File: src/rtl/multi_channel_clock_gate_ctrl_if.sv
// multi_channel_clock_gate_ctrl_if: request/status bundle for the multi-channel clock gate controller
interface multi_channel_clock_gate_ctrl_if #(
  parameter int NCH   = 4,
  parameter int TMO_W = 4,
  parameter int CNT_W = 16
);
  logic [NCH-1:0]       trig;
  logic [NCH-1:0]       force_on;
  logic [TMO_W-1:0]     idle_timeout;
  logic                 stat_clr;
  logic [NCH-1:0]       gated_clk;
  logic [NCH-1:0]       clk_en;
  logic [2*NCH-1:0]     state;
  logic [NCH-1:0]       wake_evt;
  logic [NCH*CNT_W-1:0] active_cycles;
  logic [CNT_W-1:0]     total_cycles;
  modport master (
    output trig, force_on, idle_timeout, stat_clr,
    input  gated_clk, clk_en, state, wake_evt, active_cycles, total_cycles
  );
  modport slave (
    input  trig, force_on, idle_timeout, stat_clr,
    output gated_clk, clk_en, state, wake_evt, active_cycles, total_cycles
  );
endinterface

File: src/rtl/multi_channel_clock_gate_ctrl.sv
// multi_channel_clock_gate_ctrl: per-channel idle-timeout FSMs driving latch-based glitch-free clock gates
module multi_channel_clock_gate_ctrl #(
  parameter int NCH   = 4,
  parameter int TMO_W = 4,
  parameter int CNT_W = 16
) (
  input logic clk,
  input logic rst,
  multi_channel_clock_gate_ctrl_if.slave bus
);
  typedef enum logic [1:0] {IDLE = 2'b00, ACTIVE = 2'b01, WAIT = 2'b11, SLEEP = 2'b10} st_e;
  localparam logic [CNT_W-1:0] CMAX = '1;
  st_e              st_q  [NCH];
  st_e              st_d  [NCH];
  logic [TMO_W-1:0] tmr_q [NCH];
  logic [TMO_W-1:0] tmr_d [NCH];
  logic [CNT_W-1:0] act_q [NCH];
  logic [CNT_W-1:0] act_d [NCH];
  logic [CNT_W-1:0] tot_q, tot_d;
  logic [NCH-1:0]   en_q, en_d, wake_q, wake_d, en_lat, req;
  assign req = bus.trig | bus.force_on;
  always_comb begin
    tot_d = bus.stat_clr ? '0 : tot_q + CNT_W'(tot_q != CMAX);
    for (int i = 0; i < NCH; i++) begin
      st_d[i]   = st_q[i];
      tmr_d[i]  = tmr_q[i];
      en_d[i]   = st_q[i] == ACTIVE || st_q[i] == WAIT;
      wake_d[i] = st_q[i] == SLEEP && req[i];
      act_d[i]  = bus.stat_clr ? '0 : act_q[i] + CNT_W'(en_q[i] && act_q[i] != CMAX);
      case (st_q[i])
        IDLE:   st_d[i] = req[i] ? ACTIVE : IDLE;
        ACTIVE: if (!req[i]) begin
          st_d[i]  = WAIT;
          tmr_d[i] = bus.idle_timeout;
        end
        WAIT:   if (req[i]) st_d[i] = ACTIVE;
                else if (tmr_q[i] != '0) tmr_d[i] = tmr_q[i] - TMO_W'(1);
                else st_d[i] = SLEEP;
        default: st_d[i] = req[i] ? ACTIVE : SLEEP;
      endcase
    end
  end
  always_ff @(posedge clk or posedge rst)
    if (rst) begin
      st_q   <= '{default: IDLE};
      tmr_q  <= '{default: '0};
      act_q  <= '{default: '0};
      tot_q  <= '0;
      en_q   <= '0;
      wake_q <= '0;
    end else begin
      st_q   <= st_d;
      tmr_q  <= tmr_d;
      act_q  <= act_d;
      tot_q  <= tot_d;
      en_q   <= en_d;
      wake_q <= wake_d;
    end
  // enable only moves while clk is low, so gated_clk never sees a mid-high-phase change
  always_latch
    if (rst) en_lat <= '0;
    else if (!clk) en_lat <= en_q;
  assign bus.gated_clk    = {NCH{clk}} & en_lat;
  assign bus.clk_en       = en_q;
  assign bus.wake_evt     = wake_q;
  assign bus.total_cycles = tot_q;
  for (genvar c = 0; c < NCH; c++) begin : g_out
    assign bus.state[2*c +: 2]             = st_q[c];
    assign bus.active_cycles[c*CNT_W +: CNT_W] = act_q[c];
  end
endmodule

File: src/flat_wrapper.sv
// flat-port wrapper written by rule: the top's interface ports become plain ports
module multi_channel_clock_gate_ctrl_flat 
#(
  parameter int NCH   = 4,
  parameter int TMO_W = 4,
  parameter int CNT_W = 16
)
  (clk, rst, bus_trig, bus_force_on, bus_idle_timeout, bus_stat_clr, bus_gated_clk, bus_clk_en, bus_state, bus_wake_evt, bus_active_cycles, bus_total_cycles);
  multi_channel_clock_gate_ctrl_if #(.NCH(NCH), .TMO_W(TMO_W), .CNT_W(CNT_W)) bus_i ();
  input logic clk;
  input logic rst;
  input wire logic [$bits(bus_i.trig)-1:0] bus_trig;
  input wire logic [$bits(bus_i.force_on)-1:0] bus_force_on;
  input wire logic [$bits(bus_i.idle_timeout)-1:0] bus_idle_timeout;
  input wire logic [$bits(bus_i.stat_clr)-1:0] bus_stat_clr;
  output wire logic [$bits(bus_i.gated_clk)-1:0] bus_gated_clk;
  output wire logic [$bits(bus_i.clk_en)-1:0] bus_clk_en;
  output wire logic [$bits(bus_i.state)-1:0] bus_state;
  output wire logic [$bits(bus_i.wake_evt)-1:0] bus_wake_evt;
  output wire logic [$bits(bus_i.active_cycles)-1:0] bus_active_cycles;
  output wire logic [$bits(bus_i.total_cycles)-1:0] bus_total_cycles;
  assign bus_i.trig = bus_trig;
  assign bus_i.force_on = bus_force_on;
  assign bus_i.idle_timeout = bus_idle_timeout;
  assign bus_i.stat_clr = bus_stat_clr;
  assign bus_gated_clk = bus_i.gated_clk;
  assign bus_clk_en = bus_i.clk_en;
  assign bus_state = bus_i.state;
  assign bus_wake_evt = bus_i.wake_evt;
  assign bus_active_cycles = bus_i.active_cycles;
  assign bus_total_cycles = bus_i.total_cycles;
  multi_channel_clock_gate_ctrl #(.NCH(NCH), .TMO_W(TMO_W), .CNT_W(CNT_W)) u_core (.clk(clk), .rst(rst), .bus(bus_i));
endmodule
File: config.mk
export PLATFORM = sky130hd
export DESIGN_NAME = multi_channel_clock_gate_ctrl_flat
export DESIGN_NICKNAME = d
export VERILOG_FILES = /design/src/rtl/multi_channel_clock_gate_ctrl_if.sv /design/src/rtl/multi_channel_clock_gate_ctrl.sv /design/src/flat_wrapper.sv
export SDC_FILE = /design/constraint.sdc
export NUM_CORES = 1
export LEC_CHECK = 0
export CELL_PAD_IN_SITES_DETAIL_PLACEMENT = 1
export CELL_PAD_IN_SITES_GLOBAL_PLACEMENT = 2
export CORE_UTILIZATION = 29
export DETAILED_ROUTE_END_ITERATION = 10
export HOLD_SLACK_MARGIN = 0.03
export PLACE_DENSITY = 0.8
export SLEW_MARGIN = 25
export SYNTH_ARGS = -nofsm -noshare
export SYNTH_HDL_FRONTEND = slang
export SYNTH_SLANG_ARGS = --single-unit
export TNS_END_PERCENT = 1
File: constraint.sdc
create_clock -name clk -period 6.8 [get_ports clk]
set_clock_uncertainty 0.15 [all_clocks]
set_input_delay 0.68 -clock clk [delete_from_list [all_inputs] [get_ports clk]]
set_output_delay 0.68 -clock clk [all_outputs]
set_load 0.005 [all_outputs]
# Yosys cells after proc, flatten, opt, wreduce, memory -nomap -nowiden
# Cells that the tools add are included.
# classes
n_eq_ne	33
muxes	49
n_reduce_logical	32
addsub	9
bitwise_logic	2
# ops
operator	count
$add 16x1->16	5
$mux 16	5
$ne 16x16->1 const B	5
$mux 4	16
$mux 2	16
$pmux 4 s2	4
$ne 2x2->1 const B	12
$pmux 2 s3	4
$eq 2x2->1 const B	8
$reduce_and 4->1	4
$reduce_bool 4->1	4
$sub 4x1->4 const B	4
$ne 3x2->1 const B	4
$eq 2x1->1 const B	4
$logic_and 1x1->1	8
$logic_not 2->1	4
$reduce_and 2->1	4
$reduce_bool 2->1	4
$and 4x4->4	1
$logic_or 1x1->1	4
$mux 1	4
$or 4x4->4	1
# word_totals
register_bits	112
word_cells	144
latchBits	4
in_bits	15
out_inout_bits	100

# Depth between registers and ports, before layout
# Gate-level depths: netlist (run 1).
# logic_depth
word_depth	4
depth_mapped	9
depth_no_buf	8

==> results of run 1 <==
per-layer routing:
layer / part of all wire / up-vias / GRT usage / routed length [µm]
li1: - / 2259 / - / -
met1: 0.44 / 2473 / 0.220 / 7140
met2: 0.48 / 118 / 0.285 / 7890
met3: 0.063 / 28 / 0.0615 / 1040
met4: 0.019 / 0 / 0.0624 / 311
met5: 0 / - / 0 / 0
logic make-up (layout without fill, tap and decap cells):
family,Yosys count,count (layout),share of synthesized area
XOR/XNOR,60,60,0.0935
AND/OR/NAND/NOR,263,263,0.246
AO/OA/AOI/OAI,79,79,0.0904
multiplexers,2,2,0.00356
buffers and inverters,36,170,0.0258
latches,4,4,0.0107
flip-flops,112,112,0.499
adder cells (fa/ha/maj),14,14,0.0312
through the flow:
stage / cells / util
after floorplan: 570 / -
after global placement: 925 / 0.372
after detailed placement: 925 / 0.372
after CTS: 964 / 0.416
after global routing: 964 / 0.416
final: 964 / 0.416
layout make-up:
| type | count | area, µm² |
|---|---|---|
| Clock inverter | 5 | 70.1 |
| Multi-Input combinational cell | 418 | 2610 |
| Inverter | 15 | 58.8 |
| Timing Repair Buffer | 116 | 1150 |
| Fill cell | 2075 | 11000 |
| Sequential cell | 116 | 2860 |
| Tap cell | 260 | 325 |
| Clock buffer | 34 | 747 |
placed cells by master, fill, tap and decap left out, types with 8 or more instances in the layout:
| master | instances |
|---|---|
| clkdlybuf4s50_1 | 113 |
| and3_1 | 11 |
| xnor2_1 | 18 |
| dfrtp_1 | 112 |
| nor3_1 | 13 |
| nand3_1 | 30 |
| ha_1 | 14 |
| nand2_1 | 46 |
| inv_1 | 14 |
| a21oi_1 | 22 |
| nor2_1 | 76 |
| or3_1 | 13 |
| xor2_1 | 42 |
| clkbuf_16 | 27 |
| o21ai_0 | 22 |
| nor2b_1 | 8 |
| nand4_1 | 25 |
power breakdown:
part	internal [µW]	total [µW]	switching (µW)	leakage [µW]
Sequential	705	742	37.5	0.00151
Clock	769	1130	361	0.000417
Combinational	67.7	149	81.6	0.00130
Total	1540	2020	480	0.00323
how the worst min path moves through the flow:
stage	to	slack (ns)	depth (start not counted)
5_1_grt	clock gate	0.34	6
2_1_floorplan	clock gate	-1.53	1
4_1_cts	clock gate	0.20	6
3_5_place_dp	clock gate	-1.90	2
6_report	clock gate	0.18	6
3_3_place_gp	clock gate	-1.91	2
flip-flops by register name, summed over array words and instances, names as in the netlist:
register	count
u_core.bus.active_cycles	64
u_core.bus.wake_evt	4
u_core.tmr_q	16
u_core.bus.clk_en	4
u_core.en_lat	4
u_core.bus.total_cycles	16
u_core.bus.state	8
==> metrics.cfg, run 1 <==
[final_layout]
antenna_cells = 0
final_area_mm2 = 0.00783
syn2layout_area_growth_pct = 39.3
finalNetCount = 727
drive_above_1_share = 0.0724

[placement]
placed_area_mm2 = 0.00701
gp_congestion = 0.772
dp_slack_ns = 1.68
hpwl_um = 10700
port_buffers = 114

[timing]
setup-tns-final_ns = 0
slew_viol_final = 0
worst_pin_slew_ns = 0.897
worst_slack_ns = 0.980
hold_slack_ns = 0.178
finalSetupViolCount = 0
rsz0062_at_grt = no
finalHoldViolCount = 0
slew_headroom = 0.402

[min_path]
min-delay-start = rst
hold_path.class = primary input to clock gate

[critical_path]
startpoint_type = latch
r2r-end = u_core.en_lat[2]
cp-startpoint = u_core.en_lat[2]
crit_family = buffers and inverters
r2r_slack_ns = 2.72
cp_data_arrival_time_ns = 4.99
crit_path_end_kind = output pin
crit_end = bus_gated_clk[2]
worstRegToRegCells = 1
cp.required_ns = 5.97
cp_max_fo = 1
critPathMaxStageDelay_ns = 0.56
crit_chain = and2_1 > clkdlybuf4s50_1
crit_cells = 2
cp_slowest_cell = clkdlybuf4s50_1
path_class = latch to output pin
path_buf_inv = 1
reg2reg_from = u_core.bus.clk_en[2]

[yosys]
async_flop_share = 0.966
synth_warnings = 0
syn_area_per_cell_um2 = 9.86
synthTopCellsByCount = dfrtp_1, nor2_1, nand2_1, xor2_1, nand3_1
ys_ff_latch = 116
synth.distinct_cells = 46
yosys_most_used_dff = dfrtp_1
syn_area_mm2 = 0.00562
synth_area_leaders = dfrtp_1, xor2_1, nor2_1
synth_edf_count = 0
synth_top_area_cell = dfrtp_1
yosysMostFrequentCell = dfrtp_1
synth_cells = 570
synth.net_count = 599
synth_top_area_frac = 0.499

[drt]
drtAntennaViolNets = 0
drt_iter0_markers = 243
firstDrtPassIters = 7
vias_per_cell = 5.06
via_count = 4878
wl_per_cell_um = 17.0
remaining_drc_errors = 0
drt_wl_total_um = 16400

[global_route]
grt-ovfl-total = 0
track_usage = 0.177
antenna_found_initial = 0
grt_max_degree = 81
grt_pass1_wl_um = 28500
grt_pass1_vias = 5322

[clock_tree]
path_clk_slew_ns = 0.03
ctsResizeCount = 0
post-cts-setup-buffers = 0
cts_hold_buf = 4
cts_tree = done
clk_latency_ns = 0.58

[power]
power_uw = 2020
leakagePower_uw = 0.00323
power_density_mw_per_mm2 = 258
peakVddDrop_uv = 135

[die]
num_io_pins = 115
die_y_um = 141
row_count = 50
dieArea_mm2 = 0.0199
die_w_um = 141
core_mm2 = 0.0188
start_util = 0.298

[status]
status = finished clean

[run]
maxCapViolations = 0

(Power assumes the default switching activity.)
==> run 2: changes to the inputs <==
--- a/config.mk
+++ b/config.mk
@@ -8,6 +8,7 @@
 export CELL_PAD_IN_SITES_DETAIL_PLACEMENT = 1
 export CELL_PAD_IN_SITES_GLOBAL_PLACEMENT = 2
 export CORE_UTILIZATION = 29
+export CTS_CLUSTER_DIAMETER = 200
 export DETAILED_ROUTE_END_ITERATION = 10
 export HOLD_SLACK_MARGIN = 0.03
 export PLACE_DENSITY = 0.8
==> results of run 2 <==
Same layout as run 1: the final DEF is identical, and so are final timing and power.
==> run 3: changes to the inputs <==
--- a/config.mk
+++ b/config.mk
@@ -11,7 +11,8 @@
 export CTS_CLUSTER_DIAMETER = 200
 export DETAILED_ROUTE_END_ITERATION = 10
 export HOLD_SLACK_MARGIN = 0.03
-export PLACE_DENSITY = 0.8
+export PLACE_DENSITY = 0.83
+export SKIP_LAST_GASP = 1
 export SLEW_MARGIN = 25
 export SYNTH_ARGS = -nofsm -noshare
 export SYNTH_HDL_FRONTEND = slang
==> constraint.sdc (replaced) <==
create_clock -name clk -period 4.7 [get_ports clk]
set_clock_uncertainty 0.15 [all_clocks]
set_input_delay 0.47 -clock clk [delete_from_list [all_inputs] [get_ports clk]]
set_output_delay 0.47 -clock clk [all_outputs]
set_load 0.005 [all_outputs]
==> metrics.cfg, run 3 (synthesis results as in run 1) <==
[final_layout]
finalNetCount = 727  ; unchanged
ff_latch_area_mm2 = 0.00286  ; unchanged
multiInputGateArea_mm2 = 0.00261  ; unchanged
largest_reg_flops = 64  ; unchanged
drive_above_1_share = 0.0685  ; -0.00397
final_cell_mix = clkdlybuf4s50_1, dfrtp_1, nor2_1
antenna_cells = 0  ; unchanged
syn2layout_area_growth_pct = 38.2
stdcell_count = 961  ; -0.31%
n_fill_cell = 2105  ; +1.4%

[clock_tree]
cts_tree = done
post-cts-setup-buffers = 0  ; unchanged
path_clk_slew_ns = 0.07  ; +0.04 ns
clk_latency_ns = 0.59  ; about the same

[global_route]
grt_max_degree = 81  ; unchanged
use_met2 = 0.285  ; -0.000782
grt_pass1_vias = 5213  ; -2.0%
track_usage = 0.171  ; -0.00621
antenna_found_initial = 1  ; +1
met3_usage = 0.0482  ; -0.0132
use_met1 = 0.209  ; -0.0114
grt_busiest_layer = met2
grt_pass1_wl_um = 27800  ; -2.5%
grt-ovfl-total = 0  ; unchanged

[critical_path]
r2r_slack_ns = 1.61  ; -1.11 ns
path_buf_inv = 1  ; unchanged
crit_family = buffers and inverters
path_class = latch to output pin
cp_slowest_cell = clkdlybuf4s50_1
crit_path_end_kind = output pin
cp_data_arrival_time_ns = 3.95  ; -1.04 ns
critPathMaxStageDelay_ns = 0.55  ; about the same
cp.required_ns = 4.08  ; -1.89 ns
crit_chain = and2_1 > clkdlybuf4s50_1
cp_max_fo = 1  ; unchanged
startpoint_type = latch

[die]
die_w_um = 141  ; unchanged
dieArea_mm2 = 0.0199  ; unchanged
die_y_um = 141  ; unchanged
num_io_pins = 115  ; unchanged
core_mm2 = 0.0188  ; unchanged
row_count = 50  ; unchanged
start_util = 0.298  ; unchanged

[drt]
remaining_drc_errors = 0  ; unchanged
via_count = 4821  ; -1.2%
drtAntennaViolNets = 0  ; unchanged
firstDrtPassIters = 4  ; -3
drt_wl_total_um = 16200  ; -1.4%
vias_per_cell = 5.02  ; -0.86%
wl_per_cell_um = 16.8  ; -1.1%
drt_iter0_markers = 267  ; +9.9%

[timing]
finalSetupViolCount = 0  ; unchanged
rsz0062_at_grt = no
finalHoldViolCount = 0  ; unchanged
setup-tns-final_ns = 0  ; unchanged
slew_headroom = 0.493  ; +0.0911
worst_pin_slew_ns = 0.761  ; -0.137 ns
hold_slack_ns = 0.309  ; +0.131 ns
slew_viol_final = 0  ; unchanged

[placement]
hpwl_um = 10900  ; +1.7%
port_buffers = 114  ; unchanged
placedCellCount = 926  ; +0.11%
gp_congestion = 0.814  ; +5.5%

[power]
power_density_mw_per_mm2 = 364  ; +41%
peakVddDrop_uv = 196  ; +45%
leakagePower_uw = 0.00321  ; -0.60%

[status]
status = finished clean

[run]
maxCapViolations = 0  ; unchanged

[min_path]
hold_path.class = primary input to register

run 3: final timing paths:
kind	from	endpoint	cells after the start
worst max-delay path	u_core.en_lat[3]	bus_gated_clk[3]	2
worst min-delay path	bus_stat_clr	u_core.bus.active_cycles[13]	2
worst max register to register	u_core.bus.clk_en[1]	u_core.en_lat[1]	1
worst min register to register	u_core.tmr_q[13]	u_core.tmr_q[13]	2
max in group gated	rst	clock gate	5
max in group asynchronous	rst	u_core.bus.active_cycles[24]	5
min in group gated	rst	clock gate	5
min in group asynchronous	rst	u_core.bus.active_cycles[0]	4
run 3: timing repair:
item / in CTS / in global routing
resized for setup: 0 / 1
hold endpoints to repair: 1 / 0
hold buffers: 3 / 0
endpoints found under the setup margin: 0 / 2
run 3: through the flow:
stage	utilization	worst slack (ns)	area (µm²)	power [µW]
floorplan	-	1.10	5620	1230
global placement	0.373	0.856	7020	1350
detailed placement	0.373	0.846	7020	1360
CTS	0.412	0.0717	7760	2900
global route	0.412	0.0280	7770	2980
finish	0.412	0.128	7770	2830
run 3: cell type report:
| cell class | instances | area share |
|---|---|---|
| tap | 260 | 0.0419 |
| multi-input combinational | 418 | 0.336 |
| clock buffer | 35 | 0.0970 |
| sequential | 116 | 0.369 |
| inverter | 15 | 0.00789 |
| timing repair buffer | 116 | 0.148 |
| clock inverter | 1 | 0.000644 |
run 3: report_power, final:
part           total, µW  switching [µW]  leakage [µW]  internal [µW]
Sequential          1070            53.5       0.00151           1020
Combinational        216             118       0.00131           98.2
Clock               1540             517      0.000397           1020
run 3: per-layer routing:
layer	routed length, µm	up-vias
met5	12	-
met4	462	2
met3	1040	39
met2	7820	107
met1	6820	2419
li1	-	2254
